`config.mk`:
```
export PLATFORM = sky130hd
export DESIGN_NAME = key_debouncer_flat
export DESIGN_NICKNAME = d
export VERILOG_FILES = /design/src/rtl/key_debouncer_if.sv /design/src/rtl/key_debouncer.sv /design/src/flat_wrapper.sv
export SDC_FILE = /design/constraint.sdc
export NUM_CORES = 1
export LEC_CHECK = 0
export ABC_CLOCK_PERIOD_IN_PS = 4200
export CAP_MARGIN = 20
export CORE_MARGIN = 10
export CORE_UTILIZATION = 50
export CTS_CLUSTER_DIAMETER = 200
export DETAILED_ROUTE_END_ITERATION = 10
export PLACE_DENSITY = 0.66
export SYNTH_ARGS = -nofsm -noshare
export SYNTH_HDL_FRONTEND = slang
export SYNTH_SLANG_ARGS = --single-unit
```
`constraint.sdc`:
```
create_clock -name clk -period 4.2 [get_ports clk]
set_input_delay 0.42 -clock clk [delete_from_list [all_inputs] [get_ports clk]]
set_output_delay 0.42 -clock clk [all_outputs]
set_load 0.03 [all_outputs]
```
`src/rtl/key_debouncer_if.sv`:
```
// Key pad bundle: raw pad levels in, debounced levels and qualification flags out.
interface key_debouncer_if #(
    parameter int NUM_KEYS = 1
);
    logic [NUM_KEYS-1:0] key_raw;
    logic [NUM_KEYS-1:0] key_clean;
    logic [NUM_KEYS-1:0] key_bouncing;

    modport master (output key_raw, input key_clean, input key_bouncing);
    modport slave  (input key_raw, output key_clean, output key_bouncing);
endinterface

```
`src/rtl/key_debouncer.sv`:
```
// Per-key synchroniser, polarity normalisation and stability-counter debounce.
// Latency SYNC_STAGES + DEBOUNCE_CYCLES edges from the first sample; no backpressure, pure level output.
module key_debouncer #(
    parameter int NUM_KEYS        = 1,
    parameter int SYNC_STAGES     = 2,
    parameter int DEBOUNCE_CYCLES = 500000,
    parameter bit ACTIVE_LOW      = 1'b1
) (
    input  logic            clk,
    input  logic            rst_n,
    key_debouncer_if.slave  key_if
);

    localparam int CW_RAW = $clog2(DEBOUNCE_CYCLES + 1);
    localparam int CW     = (CW_RAW < 1) ? 1 : CW_RAW;
    localparam logic [CW-1:0] CNT_LAST     = CW'(DEBOUNCE_CYCLES - 1);
    localparam logic          RELEASED_LVL = ACTIVE_LOW;

    generate
        if (SYNC_STAGES < 2) begin : g_bad_sync
            $error("key_debouncer: SYNC_STAGES must be at least 2");
        end
        if (DEBOUNCE_CYCLES < 1) begin : g_bad_deb
            $error("key_debouncer: DEBOUNCE_CYCLES must be at least 1");
        end
    endgenerate

    typedef enum logic {
        ST_RELEASED = 1'b0,
        ST_PRESSED  = 1'b1
    } key_state_t;

    logic [NUM_KEYS-1:0] clean_vec;
    logic [NUM_KEYS-1:0] bouncing_vec;

    for (genvar k = 0; k < NUM_KEYS; k++) begin : g_key
        logic [SYNC_STAGES-1:0] sync_q;
        logic                   s_pressed;
        logic [CW-1:0]          cnt_q;
        logic [CW-1:0]          cnt_d;
        key_state_t             state_q;
        key_state_t             state_d;

        // Reset to the released pad level so no phantom press is seen after reset.
        always_ff @(posedge clk or negedge rst_n) begin
            if (!rst_n) begin
                sync_q <= {SYNC_STAGES{RELEASED_LVL}};
            end else begin
                sync_q <= {sync_q[SYNC_STAGES-2:0], key_if.key_raw[k]};
            end
        end

        assign s_pressed = sync_q[SYNC_STAGES-1] ^ ACTIVE_LOW;

        always_ff @(posedge clk or negedge rst_n) begin
            if (!rst_n) begin
                state_q <= ST_RELEASED;
                cnt_q   <= '0;
            end else begin
                state_q <= state_d;
                cnt_q   <= cnt_d;
            end
        end

        // Any reversion to the accepted level wipes the count: no partial credit.
        always_comb begin
            state_d = state_q;
            cnt_d   = cnt_q;
            if (s_pressed == (state_q == ST_PRESSED)) begin
                cnt_d = '0;
            end else if (cnt_q == CNT_LAST) begin
                state_d = s_pressed ? ST_PRESSED : ST_RELEASED;
                cnt_d   = '0;
            end else begin
                cnt_d = cnt_q + CW'(1);
            end
        end

        assign clean_vec[k]    = (state_q == ST_PRESSED);
        assign bouncing_vec[k] = (cnt_q != '0);
    end

    assign key_if.key_clean    = clean_vec;
    assign key_if.key_bouncing = bouncing_vec;

endmodule

```
`src/flat_wrapper.sv`:
```
// flat-port wrapper written by rule: the top's interface ports become plain ports
module key_debouncer_flat 
#(
    parameter int NUM_KEYS        = 1,
    parameter int SYNC_STAGES     = 2,
    parameter int DEBOUNCE_CYCLES = 500000,
    parameter bit ACTIVE_LOW      = 1'b1
)
  (clk, rst_n, key_if_key_raw, key_if_key_clean, key_if_key_bouncing);
  key_debouncer_if #(.NUM_KEYS(NUM_KEYS)) key_if_i ();
  input  logic clk;
  input  logic rst_n;
  input wire logic [$bits(key_if_i.key_raw)-1:0] key_if_key_raw;
  output wire logic [$bits(key_if_i.key_clean)-1:0] key_if_key_clean;
  output wire logic [$bits(key_if_i.key_bouncing)-1:0] key_if_key_bouncing;
  assign key_if_i.key_raw = key_if_key_raw;
  assign key_if_key_clean = key_if_i.key_clean;
  assign key_if_key_bouncing = key_if_i.key_bouncing;
  key_debouncer #(.NUM_KEYS(NUM_KEYS), .SYNC_STAGES(SYNC_STAGES), .DEBOUNCE_CYCLES(DEBOUNCE_CYCLES), .ACTIVE_LOW(ACTIVE_LOW)) u_core (.clk(clk), .rst_n(rst_n), .key_if(key_if_i));
endmodule
```
* Word-level counts from Yosys, hierarchy flattened
Cells that the tools add are included.
** Word-level totals
- Register bits :: 22
- Input bits :: 3
- Output and inout port bits :: 2
- Word-level logic and storage cells :: 13
** Operators by class
- $add $sub $neg :: 1
- Eq/ne operators :: 2
- Muxes and demuxes :: 3
- Bitwise operators :: 2
- Reductions and logical operators :: 2
** Operators by type and width (count)
- $mux W19 :: 2
- $add A19 B1 Y19 const B :: 1
- $eq A19 B19 Y1 const B :: 1
- $reduce_bool A19 Y1 :: 1
- $not A1 Y1 :: 2
- $reduce_and A2 Y1 :: 1
- $eq A1 B1 Y1 :: 1
- $mux W1 :: 1

* Longest topological paths before layout
Gate-level depths: netlist of the first run.
- Word-level depth :: 4
- Gate-level depth with buffers :: 6
- Mapped depth without buffers :: 5

* Worst setup path after synthesis of the first run
OpenSTA, ideal clock, no wires.
- Path type :: register -> register
- Start :: register u_core.g_key[0].cnt_q[0]
- End :: register u_core.g_key[0].cnt_q[8]
- Library setup time :: 0.119 ns
- Arrival time :: 1.596 ns
- Data required time :: 4.081 ns
- Path slack :: 2.485 ns
- Cell stages (with the launch flop) :: 7
- Path buffers :: 1
- Clock period less this slack :: 1.715 ns
- Cell sequence :: dfrtp_1 -> ha_1 -> nand4_1 -> or4_1 -> o21ai_4 -> buf_6 -> nor2_1
** Between the ends
- Cells in the longest elaborated chain, start to end :: 3
- Elaborated cells between the ends (all ways) :: 4
- Classes of those cells :: 1 x add/sub; 1 x eq/ne; 2 x mux
** Ends and longest elaborated chain
- start: declaration :: RTL line key_debouncer.sv:39 : logic [CW-1:0] cnt_q;
- start signal: assignment :: RTL line key_debouncer.sv:61 : cnt_q <= cnt_d;
- $add A19 B1 Y19 / $eq A19 B19 Y1 (equally long branches) :: RTL line key_debouncer.sv:75, key_debouncer.sv:71
- $mux W19 (*) :: RTL line key_debouncer.sv:71 : end else if (cnt_q == CNT_LAST) begin
- $mux W19 (*) :: RTL line key_debouncer.sv:69 : if (s_pressed == (state_q == ST_PRESSED)) begin
- net u_core.g_key[0].cnt_d[8] :: RTL line key_debouncer.sv:40 : logic [CW-1:0] cnt_d;
Mark *: on every way through the listed nets, which the timed path passes. The rest lies on a longest branch.
A chain may end at the register's enable or synchronous reset.

* Worst setup path after layout of the first run
- Start :: register u_core.g_key[0].cnt_q[5]
- End :: output key_if_key_bouncing
** Between the ends
- Cells in the longest elaborated chain, start to end :: 1
** Ends and longest elaborated chain
- $reduce_bool A19 Y1 :: RTL line key_debouncer.sv:80 : assign bouncing_vec[k] = (cnt_q != '0);
- end: declaration :: RTL line flat_wrapper.sv:15 : output wire logic [$bits(key_if_i.key_bouncing)-1:0] key_if_key_bouncing;
Every way passes these cells.

==> key figures, run 1 <==
Run status
  • Outcome: completed

Floorplan
  • Cell Rows: 17
  • Area of the core: 2210 um^2
  • Initial core utilization: 52.5%
  • Die Height: 68.2 um
  • Io pins: 5
  • Die area: 4650 um^2
  • Die Width: 68.2 um

Placed design
  • Worst slack, placed: 2070 ps
  • Dpl cell area: 1200 um^2
  • DPL Wire Length: 1620 um
  • RePlAce Congestion: 0.772
  • Port buffer count: 4
  • Inst Count DP: 148

Min path
  • Type of the most critical hold path: register to register

Clock tree
  • PostCTS Resize Cnt: 0
  • Clock latency on the worst-skew pair: 300 ps
  • CTS Hold Bufs: 0
  • Clock-pin slew on the worst setup and hold paths: 120 ps
  • CTS Buffer Depth: 2
  • CTS sink count: 22
  • H-tree levels: 1
  • Setup Fix Bufs, Post-CTS: 0
  • Cts bufs inserted: 3
  • Root buffer cell: clkbuf_4
  • CTS tree: built

Global route
  • GRT Overall Usage: 10.9%
  • First-pass GRT wire length: 3920 um
  • Largest net degree at the start of global routing: 23
  • Vias in the first global route: 875
  • Initial antenna violation count: 0
  • Grt ovf: 0

Timing
  • Worst-margin pin slew: 985 ps
  • RSZ-0062 raised after global routing: false
  • Worst Skew: 6.60 ps
  • Slew margin rel.: 34.1%
  • Final setup vio count: 0
  • Fmax: 397 MHz
  • Hold Worst Slack: 366 ps
  • Final Hold Fails: 0
  • Slew Limit Fails: 0
  • Setup WS post-layout: 1680 ps
  • Final TNS setup: 0 ps
  • Min Tclk post-route: 2520 ps
  • Period utilization: 60.0%

Yosys
  • Post-synth net total: 126
  • Sequential fraction of the synthesis area: 47.6%
  • Synth Instances: 121
  • Mapped cell area: 1160 um^2
  • Syn_area_per_cell: 9.61 um^2
  • Async SR Flop Fraction: 100%
  • Most frequent cells after synthesis: 20 x dfrtp_1, 20 x nor2_1, 12 x xnor2_1, 9 x nor3_1
  • Top FF cell, synth: dfrtp_1
  • Area share of the largest cell type after synthesis: 43.1%
  • Yosys warning total: 0
  • Area leader, netlist: dfrtp_1
  • Leading post-synthesis cells by cell area: dfrtp_1 43%, xnor2_1 9.0%, nor2_1 6.5%
  • Post-synth EDFFs: 0
  • Synth cell types: 29
  • #FFs+latches synth: 22

Cells and area
  • Number of fillers in the final layout: 205
  • N_diodes: 0
  • P&R area growth vs syn: 6.67%
  • Fin util: 56.1%
  • Fin cells: 152
  • Fraction of layout cells with a size suffix above 1: 9.68%
  • Design area: 1240 um^2
  • Final net count: 130

Drt
  • Wire per inst: 15.0 um
  • DRC: 0
  • Detail Route Antenna Nets: 0
  • Vias: 847
  • WL final: 2270 um
  • Pre-antenna DRT Iters: 4
  • Vias per std cell: 5.57
  • 1st-iter DRT viols: 56

Power
  • Ratio of total power to cell area: 290 nW/um^2
  • Worst IR drop on VDD: 192 uV
  • Lkg Pwr: 0.466 nW
  • Pwr Total: 359 uW

Worst setup path
  • CP Class: register to primary output
  • Worst Setup Start Kind: register
  • CP endpoint kind: primary output
  • WP data arrival: 2100 ps
  • Crit path required time: 3780 ps
  • Crit Path Max Fanout: 7

Flow run
  • Max-cap violations: 0
power breakdown:
group	switching (mW)	internal, mW	leakage (nW)
Combinational	0.0152	0.00919	0.147
Clock	0.0624	0.0529	0.0210
Sequential	0.00393	0.216	0.298
Total	0.0816	0.278	0.466
per-layer routing:
| layer | global-route usage [%] | up-vias | share of wire, % |
|---|---|---|---|
| li1 | - | 422 | - |
| met1 | 13.8 | 406 | 48 |
| met2 | 17.2 | 17 | 47 |
| met3 | 2.12 | 2 | 3.7 |
| met4 | 5.28 | 0 | 1.0 |
| met5 | 0 | - | 0 |
flip-flops by register name, summed over array words and instances (netlist names):
name,cells
u_core.key_if.key_clean,1
u_core.g_key.sync_q,2
u_core.g_key.cnt_q,19
layout by cell type, fill, tap and decap left out, drive strengths merged, types with 3 or more instances in the layout:
master         count
nor4               6
dfrtp             20
xor2               3
clkdlybuf4s50      4
nand4              8
nor2              20
nand3              5
inv                8
nor3               9
nand2              7
clkbuf             4
xnor2             12
worst paths after layout:
kind                                                           from                                   to  slack [ps]  depth (start not counted)
worst max-delay path             u_core.g_key[0].cnt_q[5]$_DFF_PN0_                  key_if_key_bouncing        1680                          4
worst min-delay path            u_core.g_key[0].sync_q[0]$_DFF_PN1_  u_core.g_key[0].sync_q[1]$_DFF_PN1_         370                          0
worst max register to register   u_core.g_key[0].cnt_q[0]$_DFF_PN0_   u_core.g_key[0].cnt_q[6]$_DFF_PN0_        2210                          5
worst min register to register  u_core.g_key[0].sync_q[0]$_DFF_PN1_  u_core.g_key[0].sync_q[1]$_DFF_PN1_         370                          0
max in group asynchronous                                     rst_n   u_core.g_key[0].cnt_q[1]$_DFF_PN0_        2960                          1
min in group asynchronous                                     rst_n  u_core.g_key[0].cnt_q[12]$_DFF_PN0_         640                          1
worst max-delay path: stages, from the launching register on:
cell             delay, ps
dfrtp_1                470
nor4_1                 320
nand2_1                180
nand4b_1               210
clkdlybuf4s50_1        610
kinds of logic after synthesis:
kind of cell | Yosys count | share of synthesized area, %
flip-flops | 22 | 47.6
multiplexers | 3 | 2.69
AND/OR/NAND/NOR | 61 | 26.9
buffers and inverters | 13 | 5.49
XOR/XNOR | 15 | 11.3
AO/OA/AOI/OAI | 5 | 3.88
adder cells (fa/ha/maj) | 2 | 2.15
layout make-up:
class	count	area [um^2]	area share [%]
sequential	22	553	44.6
multi-input combinational	86	546	44.0
timing repair buffer	4	40.0	3.23
clock buffer	4	36.3	2.93
tap	28	35.0	2.83
inverter	8	30.0	2.42
Power figures use the tool's default switching activity.
==> inputs of run 2 (changes only) <==
--- a/config.mk
+++ b/config.mk
@@ -5,7 +5,7 @@
 export SDC_FILE = /design/constraint.sdc
 export NUM_CORES = 1
 export LEC_CHECK = 0
-export ABC_CLOCK_PERIOD_IN_PS = 4200
+export ABC_CLOCK_PERIOD_IN_PS = 2500
 export CAP_MARGIN = 20
 export CORE_MARGIN = 10
 export CORE_UTILIZATION = 50
==> constraint.sdc (replaced) <==
create_clock -name clk -period 2.5 [get_ports clk]
set_input_delay 0.25 -clock clk [delete_from_list [all_inputs] [get_ports clk]]
set_output_delay 0.25 -clock clk [all_outputs]
set_load 0.03 [all_outputs]
==> key figures, run 2 (same netlist as run 1, synthesis figures left out) <==
Drt
  • DRC: 0
  • Pre-antenna DRT Iters: 4
  • 1st-iter DRT viols: 56
  • Vias: 893
  • WL final: 2310 um
  • Wire per inst: 15.1 um
  • Detail Route Antenna Nets: 0
  • Vias per std cell: 5.84

Cells and area
  • Storage element area: 553 um^2
  • N_diodes: 0
  • P&R area growth vs syn: 7.00%
  • Fin util: 56.2%
  • Fraction of layout cells with a size suffix above 1: 10.4%
  • Final net count: 131
  • Max reg flops: 19
  • Top reg by flops: u_core.g_key.cnt_q
  • Number of fillers in the final layout: 201
  • Commonest cells after routing, fill and taps aside: 20 x nor2_1, 20 x dfrtp_1, 12 x xnor2_1
  • Multi-input gate area: 552 um^2

Clock tree
  • CTS Buffer Depth: 2
  • Root buffer cell: clkbuf_4
  • CTS sink count: 22
  • CTS tree: built
  • Clock-pin slew on the worst setup and hold paths: 100 ps
  • Clock latency on the worst-skew pair: 310 ps
  • Cts bufs inserted: 3
  • Setup Fix Bufs, Post-CTS: 0
  • H-tree levels: 1

Placed design
  • DPL Wire Length: 1660 um
  • RePlAce Congestion: 0.820
  • Port buffer count: 4
  • Worst slack, placed: 395 ps

Floorplan
  • Initial core utilization: 52.5%
  • Die area: 4650 um^2
  • Die Width: 68.2 um
  • Cell Rows: 17
  • Area of the core: 2210 um^2
  • Die Height: 68.2 um
  • Io pins: 5

Global route
  • Vias in the first global route: 874
  • GR Util met2: 17.0%
  • First-pass GRT wire length: 4030 um
  • GR Util met3: 2.12%
  • M1 GR Usage: 14.8%
  • Initial antenna violation count: 0
  • GRT busiest layer: met2
  • Grt ovf: 0
  • Largest net degree at the start of global routing: 18
  • GRT Overall Usage: 11.4%

Min path
  • Type of the most critical hold path: input port to register
  • Worst Hold Path EP: u_core.g_key[0].sync_q[0]$_DFF_PN1_
  • WHS Path Cells: 1
  • Min-delay src: key_if_key_raw

Worst setup path
  • FF-to-FF End: u_core.g_key[0].cnt_q[13]$_DFF_PN0_
  • CP endpoint kind: primary output
  • R2R Setup Slk: 550 ps
  • Crit Path Max Fanout: 5
  • Crit path required time: 2250 ps
  • Reg2Reg Depth: 5
  • WP data arrival: 2150 ps
  • Reg-to-Reg Start: u_core.g_key[0].cnt_q[0]$_DFF_PN0_
  • Worst Setup Start Kind: register
  • CP Class: register to primary output

Timing
  • Slew margin rel.: 48.7%
  • RSZ-0062 raised after global routing: false
  • Worst-margin pin slew: 767 ps
  • Final Hold Fails: 0
  • Final TNS setup: 0 ps
  • Worst Skew: 10.4 ps
  • Hold Worst Slack: 341 ps
  • Min Tclk post-route: 2400 ps
  • Fmax: 416 MHz
  • Slew Limit Fails: 0
  • Period utilization: 96.2%
  • Setup WS post-layout: 95.9 ps
  • Final setup vio count: 0

Power
  • Clock power share: 28.6%
  • Sw Share: 23.4%
  • Worst IR drop on VDD: 339 uV
  • P_sw: 135 uW
  • Sequential power share: 64.1%
  • Lkg Pwr: 0.466 nW
  • Ratio of total power to cell area: 464 nW/um^2
  • Int Pwr: 441 uW
  • Combinational Power Share: 7.4%

Flow run
  • Max-cap violations: 0

Run status
  • Outcome: completed
run 2: cell count changes in the layout (fill, tap and decap cells not counted), sizes merged:
cell,previous run,this run
buf,0,1
run 2: worst max path at each step:
stage	start	to	slack [ps]	depth (start not counted)
final	u_core.g_key[0].cnt_q[11]$_DFF_PN0_	key_if_key_bouncing	100	4
after CTS	u_core.g_key[0].cnt_q[11]$_DFF_PN0_	key_if_key_bouncing	50	4
after floorplan	u_core.g_key[0].cnt_q[0]$_DFF_PN0_	u_core.g_key[0].cnt_q[8]$_DFF_PN0_	790	6
after detailed placement	u_core.g_key[0].cnt_q[11]$_DFF_PN0_	key_if_key_bouncing	400	4
after global routing	u_core.g_key[0].cnt_q[11]$_DFF_PN0_	key_if_key_bouncing	30	4
after global placement	u_core.g_key[0].cnt_q[11]$_DFF_PN0_	key_if_key_bouncing	470	4
run 2: metrics by stage:
step	instances	power [mW]	cell area [um^2]
after floorplan	121	0.399	1160
after global placement	149	0.418	1210
after detailed placement	149	0.420	1210
after CTS	153	0.588	1240
after global routing	153	0.609	1240
final	153	0.577	1240
run 2: cell type report:
type	count	share of cell area [%]
multi-input combinational	86	44.4
tap	28	2.82
timing repair buffer	5	3.82
clock buffer	4	2.11
inverter	8	2.41
sequential	22	44.5
run 2: critical path: stages, from the launching register on:
cell and delay (ps):
dfrtp_1 460, nor4_2 390, nand2_1 190, nand4b_1 210, clkdlybuf4s50_1 610
run 2: power by group through the flow:
| stage | clock [mW] | sequential (mW) | combinational (mW) |
|---|---|---|---|
| 2_1_floorplan | 0 | 0.373 | 0.0267 |
| 3_3_place_gp | 0 | 0.376 | 0.0426 |
| 3_5_place_dp | 0 | 0.376 | 0.0438 |
| 4_1_cts | 0.175 | 0.369 | 0.0438 |
| 5_1_grt | 0.191 | 0.371 | 0.0465 |
| 6_report | 0.165 | 0.369 | 0.0425 |
run 2: repair_timing:
item,in CTS,in global routing
setup endpoints to repair,0,1
hold buffers,0,0
resized for setup,0,1
run 2: metal layers:
layer / share of wire (%) / vias to the layer above
li1: - / 427
met1: 48 / 442
met2: 46 / 19
met3: 3.5 / 5
met4: 2.6 / 0
met5: 0 / -
==> inputs of run 3 (changes only) <==
--- a/config.mk
+++ b/config.mk
@@ -5,9 +5,9 @@
 export SDC_FILE = /design/constraint.sdc
 export NUM_CORES = 1
 export LEC_CHECK = 0
-export ABC_CLOCK_PERIOD_IN_PS = 2500
+export ABC_AREA = 1
+export ABC_CLOCK_PERIOD_IN_PS = 2850
 export CAP_MARGIN = 20
-export CORE_MARGIN = 10
 export CORE_UTILIZATION = 50
 export CTS_CLUSTER_DIAMETER = 200
 export DETAILED_ROUTE_END_ITERATION = 10
==> constraint.sdc (replaced) <==
create_clock -name clk -period 2.85 [get_ports clk]
set_input_delay 0.285 -clock clk [delete_from_list [all_inputs] [get_ports clk]]
set_output_delay 0.285 -clock clk [all_outputs]
set_load 0.03 [all_outputs]
==> key figures, run 3 <==
Clock tree
  • CTS Hold Bufs: 0
  • Setup Fix Bufs, Post-CTS: 0
  • Clock latency on the worst-skew pair: 310 ps
  • Clock-pin slew on the worst setup and hold paths: 120 ps
  • H-tree levels: 1
  • Cts bufs inserted: 3
  • PostCTS Resize Cnt: 0
  • CTS sink count: 22
  • Root buffer cell: clkbuf_4
  • CTS tree: built
  • CTS Buffer Depth: 2

Timing
  • Final setup vio count: 0
  • Slew margin rel.: 68.5%
  • Min Tclk post-route: 2280 ps
  • Worst-margin pin slew: 471 ps
  • RSZ-0062 raised after global routing: false
  • Final TNS setup: 0 ps
  • Worst Skew: 7.17 ps
  • Setup WS post-layout: 572 ps
  • Hold Worst Slack: 280 ps
  • Slew Limit Fails: 0
  • Final Hold Fails: 0
  • Fmax: 439 MHz
  • Period utilization: 79.9%

Placed design
  • Worst slack, placed: 967 ps
  • DPL Wire Length: 1950 um
  • Port buffer count: 4
  • Inst Count DP: 191
  • RePlAce Congestion: 0.909

Yosys
  • Synth Instances: 159
  • Top FF cell, synth: dfrtp_1
  • Syn_area_per_cell: 7.96 um^2
  • Post-synth EDFFs: 0
  • Leading post-synthesis cells by cell area: dfrtp_1 40%, nor2_1 8.9%, nand2_1 7.7%
  • Most frequent cell after synthesis: nor2_1
  • Area leader, netlist: dfrtp_1
  • Post-synth net total: 164
  • #FFs+latches synth: 22
  • Async SR Flop Fraction: 100%
  • Mapped cell area: 1260 um^2
  • Synth cell types: 26
  • Yosys warning total: 0
  • Most frequent cells after synthesis: 30 x nor2_1, 26 x nand2_1, 20 x dfrtp_1, 18 x inv_1, 10 x nand3_1
  • Area share of the largest cell type after synthesis: 39.6%
  • Sequential fraction of the synthesis area: 43.7%

Worst setup path
  • CP Class: register to primary output
  • Slowest CP cell: clkdlybuf4s50_1
  • Worst Setup Start Kind: register
  • CP endpoint kind: primary output
  • Top cell family by delay on the critical path: buffers and inverters
  • WP buf/inv: 3
  • Crit Path Max Fanout: 4
  • CP Cell Sequence: inv_1 -> ha_1 -> inv_1 -> nor4_1 -> nand4_1 -> clkdlybuf4s50_1
  • CP max stage delay: 620 ps
  • Crit path required time: 2570 ps
  • Most frequent CP cell: inv_1
  • WP data arrival: 1990 ps
  • WP depth: 6
  • Reg2Reg Depth: 8

Global route
  • Largest net degree at the start of global routing: 23
  • M1 GR Usage: 32.1%
  • Vias in the first global route: 1,013
  • Grt ovf: 0
  • GR Util met3: 4.06%
  • Initial antenna violation count: 0
  • GRT busiest layer: met2
  • GRT Overall Usage: 22.7%
  • GR Util met2: 33.8%
  • First-pass GRT wire length: 4440 um

Cells and area
  • Max reg flops: 19
  • P&R area growth vs syn: 9.99%
  • Commonest cells after routing, fill and taps aside: 30 x nor2_1, 26 x nand2_1, 20 x dfrtp_1
  • Fraction of layout cells with a size suffix above 1: 20.2%
  • Top reg by flops: u_core.g_key.cnt_q
  • N_diodes: 0
  • Number of fillers in the final layout: 199
  • Final net count: 174
  • Fin cells: 196
  • Commonest non-fill, non-tap cell in the layout: nor2_1

Floorplan
  • Area of the core: 2300 um^2
  • Die Width: 52.3 um
  • Die area: 2740 um^2
  • Cell Rows: 17
  • Initial core utilization: 55.1%
  • Die Height: 52.3 um
  • Io pins: 5

Drt
  • Vias per std cell: 5.28
  • Vias: 1,034
  • DRC: 0
  • Pre-antenna DRT Iters: 4
  • Wire per inst: 12.9 um
  • Detail Route Antenna Nets: 0
  • 1st-iter DRT viols: 36
  • WL final: 2530 um

Min path
  • Type of the most critical hold path: input port to asynchronous set/reset pin

Power
  • Lkg Pwr: 0.609 nW
  • Ratio of total power to cell area: 383 nW/um^2
  • Worst IR drop on VDD: 320 uV

Flow run
  • Max-cap violations: 0

Run status
  • Outcome: completed
-- run 3: changes by cell type after synthesis, moves of 6 or more --
cell     delta
inv_1      +10
nand2_1    +19
nand2_2     +7
nand3_1     +6
nor2_1     +10
nor2_2      +8
nor3_1      -7
xnor2_1    -11
-- run 3: cell families (layout without fill, tap and decap cells) --
logic type               Yosys count  count (layout)  share of synthesized area (%)
AND/OR/NAND/NOR                   98              98                           38.5
flip-flops                        22              22                           43.7
XOR/XNOR                           7               7                           5.44
AO/OA/AOI/OAI                      9               9                           4.16
buffers and inverters             21              30                           6.23
adder cells (fa/ha/maj)            2               2                           1.98
-- run 3: where the power goes --
part	leakage, nW	internal, mW	total, mW	switching, mW
logic	0.290	0.0148	0.0386	0.0238
clock network	0.0210	0.0780	0.172	0.0938
registers	0.298	0.318	0.322	0.00381
-- run 3: through the flow --
stage | area, um^2 | power (mW) | util, %
CTS | 1380 | 0.540 | 59.9
global route | 1390 | 0.557 | 60.6
global placement | 1340 | 0.365 | 58.3
floorplan | 1260 | 0.348 | -
finish | 1390 | 0.532 | 60.6
detailed placement | 1340 | 0.365 | 58.3
-- run 3: cell type report --
class                           instances  area (um^2)  area share [%]
Sequential cell                        22          553            39.7
Clock buffer                            4         36.3            2.61
Timing Repair Buffer                    5         55.1            3.96
Inverter                               21         78.8            5.67
Tap cell                               28         35.0            2.52
Multi-Input combinational cell        116          633            45.5
-- run 3: per-layer routing --
layer | share of wire (%) | vias up | wire [um]
li1 | - | 519 | -
met1 | 47 | 482 | 1180
met2 | 45 | 31 | 1140
met3 | 7.6 | 2 | 191
met4 | 0.63 | 0 | 16
met5 | 0 | - | 0
-- run 3: path summary, 6_finish.rpt --
| check | slack [ps] | end | startpoint |
|---|---|---|---|
| max in group asynchronous | 2030 | u_core.g_key[0].sync_q[0]$_DFF_PN1_ | rst_n |
| worst min register to register | 360 | u_core.g_key[0].sync_q[1]$_DFF_PN1_ | u_core.g_key[0].sync_q[0]$_DFF_PN1_ |
| worst min-delay path | 280 | u_core.g_key[0].cnt_q[5]$_DFF_PN0_ | rst_n |
| worst max-delay path | 570 | key_if_key_bouncing | u_core.g_key[0].cnt_q[0]$_DFF_PN0_ |
| worst max register to register | 1380 | u_core.g_key[0].cnt_q[12]$_DFF_PN0_ | u_core.g_key[0].cnt_q[0]$_DFF_PN0_ |
| min in group clk | 360 | u_core.g_key[0].sync_q[1]$_DFF_PN1_ | u_core.g_key[0].sync_q[0]$_DFF_PN1_ |
